===== src/rtl/uart_rx_if.sv =====
// -----------------------------------------------------------------------------
// uart_rx_if
// Receive-side handshake bundle between uart_rx and its consumer.
//
// Signals:
//   rx_data      received word, LSB = first data bit on the line
//   rx_valid     rx_data holds an unconsumed word
//   rx_ready     consumer accepts rx_data this cycle
//   frame_err    one-cycle pulse: a stop bit was sampled low
//   overrun_err  one-cycle pulse: a completed frame was dropped
//   parity_err   one-cycle pulse: parity mismatch (only with UART_RX_PARITY_EN)
//
// Modports: master = receiver side (uart_rx), slave = consumer side.
// Optional feature macro: UART_RX_PARITY_EN.
// -----------------------------------------------------------------------------
interface uart_rx_if #(
    parameter int unsigned DATA_BITS = 8
);
    logic [DATA_BITS-1:0] rx_data;
    logic                 rx_valid;
    logic                 rx_ready;
    logic                 frame_err;
    logic                 overrun_err;
`ifdef UART_RX_PARITY_EN
    logic                 parity_err;
`endif

    modport master (
`ifdef UART_RX_PARITY_EN
        output parity_err,
`endif
        output rx_data,
        output rx_valid,
        output frame_err,
        output overrun_err,
        input  rx_ready
    );

    modport slave (
`ifdef UART_RX_PARITY_EN
        input  parity_err,
`endif
        input  rx_data,
        input  rx_valid,
        input  frame_err,
        input  overrun_err,
        output rx_ready
    );
endinterface


===== src/rtl/uart_rx.sv =====
// -----------------------------------------------------------------------------
// uart_rx
// UART receiver driven by a one-cycle 16x oversample tick. Recovers LSB-first
// frames by mid-bit sampling and presents bytes on a valid/ready interface with
// framing and overrun error pulses.
//
// Ports:
//   clk         system clock
//   arst_n      asynchronous, active-low reset
//   tick        16x oversample strobe, one clk wide
//   rx_in       asynchronous serial line, idles high
//   parity_odd  1 = odd parity, 0 = even (only with UART_RX_PARITY_EN)
//   busy        high in every state except IDLE
//   bus         uart_rx_if.master: rx_data/rx_valid/rx_ready/frame_err/
//               overrun_err (+ parity_err with UART_RX_PARITY_EN)
//
// Parameters: DATA_BITS (5..9), STOP_BITS (1..2), SYNC_STAGES (>=2).
// The bus interface must be instantiated with the same DATA_BITS.
// Optional feature macro: UART_RX_PARITY_EN adds a parity bit after the data.
// -----------------------------------------------------------------------------
module uart_rx #(
    parameter int unsigned DATA_BITS   = 8,
    parameter int unsigned STOP_BITS   = 1,
    parameter int unsigned SYNC_STAGES = 2
) (
    input  logic      clk,
    input  logic      arst_n,
    input  logic      tick,
    input  logic      rx_in,
`ifdef UART_RX_PARITY_EN
    input  logic      parity_odd,
`endif
    output logic      busy,
    uart_rx_if.master bus
);

    typedef enum logic [2:0] {
        S_IDLE,
        S_START,
        S_DATA,
`ifdef UART_RX_PARITY_EN
        S_PARITY,
`endif
        S_STOP
    } state_t;

    localparam logic [3:0] LP_LAST_DATA = 4'(DATA_BITS - 1);
    localparam logic [3:0] LP_LAST_STOP = 4'(STOP_BITS - 1);

    logic [SYNC_STAGES-1:0] r_sync;
    state_t                 r_state;
    logic [3:0]             r_os_cnt;
    logic [3:0]             r_bit_cnt;
    logic [DATA_BITS-1:0]   r_shift;
    logic                   r_stop_bad;
    logic [DATA_BITS-1:0]   r_data;
    logic                   r_valid;
    logic                   r_ferr;
    logic                   r_ovr;
`ifdef UART_RX_PARITY_EN
    logic                   r_par_bit;
    logic                   r_perr;
`endif

    logic w_rxs;
    logic w_os_mid;
    logic w_os_end;
    logic w_last_stop;
    logic w_stop_bad;
    logic w_par_bad;
    logic w_word_ok;

    always_comb begin
        w_rxs       = r_sync[SYNC_STAGES-1];
        w_os_mid    = (r_os_cnt == 4'd7);
        w_os_end    = (r_os_cnt == 4'd15);
        w_last_stop = (r_bit_cnt == LP_LAST_STOP);
        // Includes the stop sample being taken this cycle.
        w_stop_bad  = r_stop_bad | ~w_rxs;
`ifdef UART_RX_PARITY_EN
        // Expected parity bit is ^data for even, ~^data for odd.
        w_par_bad   = r_par_bit ^ (^r_shift) ^ parity_odd;
`else
        w_par_bad   = 1'b0;
`endif
        w_word_ok   = ~w_stop_bad & ~w_par_bad;
    end

    always_ff @(posedge clk or negedge arst_n) begin
        if (!arst_n) begin
            r_sync     <= '1;
            r_state    <= S_IDLE;
            r_os_cnt   <= '0;
            r_bit_cnt  <= '0;
            r_shift    <= '0;
            r_stop_bad <= 1'b0;
            r_data     <= '0;
            r_valid    <= 1'b0;
            r_ferr     <= 1'b0;
            r_ovr      <= 1'b0;
`ifdef UART_RX_PARITY_EN
            r_par_bit  <= 1'b0;
            r_perr     <= 1'b0;
`endif
        end else begin
            r_sync <= {r_sync[SYNC_STAGES-2:0], rx_in};
            r_ferr <= 1'b0;
            r_ovr  <= 1'b0;
`ifdef UART_RX_PARITY_EN
            r_perr <= 1'b0;
`endif
            // Transfer clears valid; a frame completing this cycle re-sets it below.
            if (r_valid && bus.rx_ready) begin
                r_valid <= 1'b0;
            end

            case (r_state)
                S_IDLE: begin
                    if (!w_rxs) begin
                        r_state  <= S_START;
                        r_os_cnt <= '0;
                    end
                end

                S_START: begin
                    if (tick) begin
                        r_os_cnt <= r_os_cnt + 4'd1;
                        if (w_os_mid) begin
                            if (!w_rxs) begin
                                r_state   <= S_DATA;
                                r_os_cnt  <= '0;
                                r_bit_cnt <= '0;
                            end else begin
                                r_state <= S_IDLE;
                            end
                        end
                    end
                end

                S_DATA: begin
                    if (tick) begin
                        r_os_cnt <= r_os_cnt + 4'd1;
                        if (w_os_end) begin
                            r_shift <= {w_rxs, r_shift[DATA_BITS-1:1]};
                            if (r_bit_cnt == LP_LAST_DATA) begin
                                r_bit_cnt  <= '0;
                                r_stop_bad <= 1'b0;
`ifdef UART_RX_PARITY_EN
                                r_state    <= S_PARITY;
`else
                                r_state    <= S_STOP;
`endif
                            end else begin
                                r_bit_cnt <= r_bit_cnt + 4'd1;
                            end
                        end
                    end
                end

`ifdef UART_RX_PARITY_EN
                S_PARITY: begin
                    if (tick) begin
                        r_os_cnt <= r_os_cnt + 4'd1;
                        if (w_os_end) begin
                            r_par_bit <= w_rxs;
                            r_state   <= S_STOP;
                        end
                    end
                end
`endif

                S_STOP: begin
                    if (tick) begin
                        r_os_cnt <= r_os_cnt + 4'd1;
                        if (w_os_end) begin
                            r_stop_bad <= w_stop_bad;
                            if (w_last_stop) begin
                                // Leave at mid-bit so a back-to-back start edge is seen.
                                r_state   <= S_IDLE;
                                r_bit_cnt <= '0;
                                r_ferr    <= w_stop_bad;
`ifdef UART_RX_PARITY_EN
                                r_perr    <= w_par_bad;
`endif
                                if (w_word_ok) begin
                                    if (!r_valid || bus.rx_ready) begin
                                        r_data  <= r_shift;
                                        r_valid <= 1'b1;
                                    end else begin
                                        r_ovr <= 1'b1;
                                    end
                                end
                            end else begin
                                r_bit_cnt <= r_bit_cnt + 4'd1;
                            end
                        end
                    end
                end

                default: begin
                    r_state <= S_IDLE;
                end
            endcase
        end
    end

    assign busy            = (r_state != S_IDLE);
    assign bus.rx_data     = r_data;
    assign bus.rx_valid    = r_valid;
    assign bus.frame_err   = r_ferr;
    assign bus.overrun_err = r_ovr;
`ifdef UART_RX_PARITY_EN
    assign bus.parity_err  = r_perr;
`endif

endmodule


===== src/flat_wrapper.sv =====
// flat-port wrapper written by rule: the top's interface ports become plain ports
module uart_rx_flat 
#(
    parameter int unsigned DATA_BITS   = 8,
    parameter int unsigned STOP_BITS   = 1,
    parameter int unsigned SYNC_STAGES = 2
)
  (clk, arst_n, tick, rx_in, busy, bus_rx_data, bus_rx_valid, bus_frame_err, bus_overrun_err, bus_rx_ready);
  uart_rx_if #(.DATA_BITS(DATA_BITS)) bus_i ();
  input  logic clk;
  input  logic arst_n;
  input  logic tick;
  input  logic rx_in;
  output logic busy;
  output wire logic [$bits(bus_i.rx_data)-1:0] bus_rx_data;
  output wire logic [$bits(bus_i.rx_valid)-1:0] bus_rx_valid;
  output wire logic [$bits(bus_i.frame_err)-1:0] bus_frame_err;
  output wire logic [$bits(bus_i.overrun_err)-1:0] bus_overrun_err;
  input wire logic [$bits(bus_i.rx_ready)-1:0] bus_rx_ready;
  assign bus_rx_data = bus_i.rx_data;
  assign bus_rx_valid = bus_i.rx_valid;
  assign bus_frame_err = bus_i.frame_err;
  assign bus_overrun_err = bus_i.overrun_err;
  assign bus_i.rx_ready = bus_rx_ready;
  uart_rx #(.DATA_BITS(DATA_BITS), .STOP_BITS(STOP_BITS), .SYNC_STAGES(SYNC_STAGES)) u_core (.clk(clk), .arst_n(arst_n), .tick(tick), .rx_in(rx_in), .busy(busy), .bus(bus_i));
endmodule

===== config.mk =====
export PLATFORM = sky130hd
export DESIGN_NAME = uart_rx_flat
export DESIGN_NICKNAME = d
export VERILOG_FILES = /design/src/rtl/uart_rx_if.sv /design/src/rtl/uart_rx.sv /design/src/flat_wrapper.sv
export SDC_FILE = /design/constraint.sdc
export NUM_CORES = 1
export LEC_CHECK = 0
export BUFFER_PORTS_ARGS = -buffer_cell sky130_fd_sc_hd__buf_4
export CAP_MARGIN = 20
export CORE_UTILIZATION = 56
export CTS_CLUSTER_DIAMETER = 80
export DETAILED_ROUTE_END_ITERATION = 12
export GPL_TIMING_DRIVEN = 0
export PLACE_DENSITY = 0.8
export SYNTH_ARGS = -nofsm -noshare
export SYNTH_HDL_FRONTEND = slang
export SYNTH_SLANG_ARGS = --single-unit

===== constraint.sdc =====
create_clock -name clk -period 2.3 [get_ports clk]
set_clock_uncertainty 0.1 [all_clocks]
set_input_delay 0.46 -clock clk [delete_from_list [all_inputs] [get_ports clk]]
set_output_delay 0.46 -clock clk [all_outputs]
set_load 0.01 [all_outputs]

==> summary.md <==
| Metric | Value |
|---|---|
| Worst setup path endpoint | u_core.bus.rx_data[5] |
| Clock sinks | 32 |
| CTS clk-pin slew, worst paths | 0.10 ns |
| CP Data Required Time | 2.43 ns |
| Unique masters post-synth | 42 |
| Switching power | 0.4401 mW |
| I/O pin total | 17 |
| Fin area | 0.001760 mm2 |
| CTS tree | yes |
| Class of the worst hold path | input port to flop |
| RSZ-0062 raised after global routing | false |
| Cell Area, Synth | 0.001508 mm2 |
| Flop pwr share | 0.492 |
| Number of cells on the worst reg-to-reg path | 6 |
| Mapped Cells | 124 |
| Reg2Reg Launch Point | u_core.r_os_cnt[0] |
| Worst Setup End Kind | flop |
| CP Max Fanout | 8 |
| Fmax | 452.7 MHz |
| Postcts setup bufs | 0 |
| Commonest non-fill, non-tap cell in the layout | dfrtp_1 |
| Int Pwr | 0.9695 mW |
| Post-Route WL | 2667 um |
| Gr ovfl total | 0 |
| Area delta synth->final | 16.76% |
| Post-synthesis mux area share | 0.1394 |
| Comb power frac | 0.211 |
| Syn_area_per_cell | 12.16 um2 |
| Compound-Gate Fraction of Synth Area | 0.1245 |
| CP arrival | 2.34 ns |
| Crit. Startpoint | u_core.r_os_cnt[0] |
| Syn nets | 132 |
| Final Max Tran Viols | 0 |
| Ys Warns | 0 |
| Total global-route track usage | 0.2220 |
| Width of the die | 53.89 um |
| Xor/xnor share of the synthesized area | 0 |
| Worst slew margin | 0.3951 |
| Max Cap Viol | 0 |
| Vias per inst | 5.713 |
| Adder-Cell Fraction of Synth Area | 0.02490 |
| Port-buffer cells | 15 |
| Die area | 0.002904 mm2 |
| Routability Congestion | 0.7882 |
| Share of the synthesized area in the top cell type | 0.4979 |
| Row Count | 18 |
| Pleak | 0.8369 nW |
| Crit Reg-Reg Endpoint | u_core.bus.rx_data[5] |
| Critical-path cell list | ha_4 -> nand3_2 -> or4_4 -> nand2b_4 -> buf_6 -> mux2_4 |
| Power Density | 800.7 mW/mm2 |
| DR pass1 iterations | 4 |
| Sequential area share after synthesis | 0.5328 |
| Diode count | 0 |
| Root Driver | clkbuf_4 |
| Final Core Density | 0.7042 |
| Main combinational cell family by area after synthesis | simple AND/OR/NAND/NOR gates |
| Outcome | completed |
| Num CTS Buffers | 5 |
| DRC | 0 |
| Vias | 1017 |
| Core area | 0.002500 mm2 |
| Tot Pwr | 1.410 mW |
| Worst-Skew Late Latency | 0.33 ns |
| Critical Path Max Stage Delay | 0.56 ns |
| Crit-path slowest cell | or4_4 |
| Layout cells sized above 1 | 0.3243 |
| Yosys reg bits | 32 |
| Sum Neg Setup Slack | 0 ns |
| CTS Buffer Depth | 2 |
| Max VDD drop | 0.6657 mV |
| Synth area leaders | dfrtp_1 (50%), mux2_4 (8.0%), mux2_2 (6.0%), dfstp_2 (3.5%), o21ai_0 (3.3%) |
| Synth area leader | dfrtp_1 |
| Largest net degree at the start of global routing | 33 |
| Layout Nets | 155 |
| Post-Synth Simple-Gate Area | 0.1461 |
| Fin. Hold Viols | 0 |
| Die Ht | 53.89 um |
| Net Sw Frac | 0.3122 |
| Critical Path Source Type | flop |
| Starting Density | 0.6031 |
| Post-route ant nets | 0 |
| Vias in the first global route | 958 |
| R2R setup slack | 0.09 ns |
| DRT iter0 DRCs | 25 |
| Clock power share | 0.297 |
| Most frequent cells in the layout | dfrtp_1 (30), buf_4 (16), o21ai_0 (10) |
| Fin crit period | 2.209 ns |
| Slew @ Worst Pin | 0.8999 ns |
| Post-DP HPWL | 1898 um |
| Htree depth | 2 |
| Setup-failing EPs final | 0 |
| Setup CP Type | flop to flop |
| Initial antenna violation count | 0 |
| Area after DPL | 0.001658 mm2 |
| Drt wl/cell | 14.98 um |
| First-pass GRT wire length | 4409 um |
| Period utilization | 0.9605 |
-- Yosys cell counts, drive strengths merged --
library cell	count
and3	1
ha	3
o22ai	1
buf	2
a21oi	3
nand4	1
or4	1
mux2	16
or2b	1
o31a	1
a2bb2oi	1
a221o	1
dfstp	2
nand2b	3
a21o	2
dfrtp	30
o21ai	10
inv	6
o31ai	3
nand4b	1
nor3b	1
clkbuf	2
nand3b	1
or4b	1
nor2	7
nor4b	1
o2bb2ai	1
nand4bb	1
nand2	7
a21boi	1
and2	1
a41oi	1
o32ai	1
nor3	1
nand3	3
nor4	1
nor2b	2
o41ai	2
-- power groups by stage --
stage          combinational (mW)  sequential, mW  clock (mW)
5_1_grt                     0.342           0.703       0.461
2_1_floorplan               0.215           0.679           0
3_3_place_gp                0.266           0.692           0
4_1_cts                     0.287           0.687       0.430
6_report                    0.297           0.693       0.419
3_5_place_dp                0.284           0.697           0
-- through the flow --
stage / hold WS, ns / setup slack, ns / instances
floorplan: 0.06441 / 0.1939 / 124
global placement: 0.2480 / 0.08400 / 169
detailed placement: 0.2482 / 0.02556 / 169
CTS: 0.1095 / 0.01968 / 178
global route: 0.09305 / 0.01537 / 178
finish: 0.1230 / 0.09092 / 178
-- critical path, delay by kind of cell, from the launching register on --
family | cells | cell delay, ns
DFF | 1 | 0.48
adders and majority gates | 1 | 0.20
muxes | 1 | 0.30
and+or+nand+nor | 3 | 0.87
buffers and inverters | 1 | 0.15
-- layer usage --
metal | vias to the layer above | wire, um | GRT usage
met2 | 20 | 1278 | 0.3395
li1 | 499 | - | -
met5 | - | 0 | 0
met1 | 493 | 1233 | 0.2847
met3 | 5 | 108 | 0.07627
met4 | 0 | 46 | 0.09211
-- flip-flops by register name, indices dropped and copies added (netlist names) --
| register | cells |
|---|---|
| u_core.bus.rx_valid | 1 |
| u_core.bus.rx_data | 8 |
| u_core.r_os_cnt | 4 |
| u_core.bus.frame_err | 1 |
| u_core.r_state | 2 |
| u_core.bus.overrun_err | 1 |
| u_core.r_shift | 8 |
| u_core.r_bit_cnt | 4 |
| u_core.r_stop_bad | 1 |
| u_core.r_sync | 2 |
-- cell families (layout without fill, tap and decap cells) --
kind of cell / Yosys count / in the layout
AOI/OAI and AO/OA: 28 / 28
muxes: 16 / 16
DFF: 32 / 32
adders and majority gates: 3 / 3
buffers and inverters: 10 / 34
and+or+nand+nor: 35 / 35
-- worst min path at each step --
stage	start	end	slack (ns)	depth (start not counted)
after CTS	rx_in	u_core.r_sync[0]	0.11	1
after detailed placement	u_core.r_sync[0]	u_core.r_sync[1]	0.25	0
final	rx_in	u_core.r_sync[0]	0.12	1
after floorplan	arst_n	u_core.bus.frame_err	0.06	0
after global routing	rx_in	u_core.r_sync[0]	0.09	1
after global placement	u_core.r_sync[0]	u_core.r_sync[1]	0.25	0
-- final cells by class --
type / count / area, um2
fill: 186 / 739.5
clock buffer: 5 / 37.54
sequential: 32 / 803.3
multi-input combinational: 82 / 668.1
inverter: 6 / 22.52
clock inverter: 3 / 42.54
tap: 30 / 37.54
buffer: 4 / 26.28
timing repair buffer: 16 / 122.6
-- repair_timing --
action                                  4_1_cts  5_1_grt
hold buffers                                  1        0
resized for setup                             0        2
endpoints found under the setup margin        0        8
endpoints found under the hold margin        30        0
Note: power is estimated with default switching activity, not from simulation.
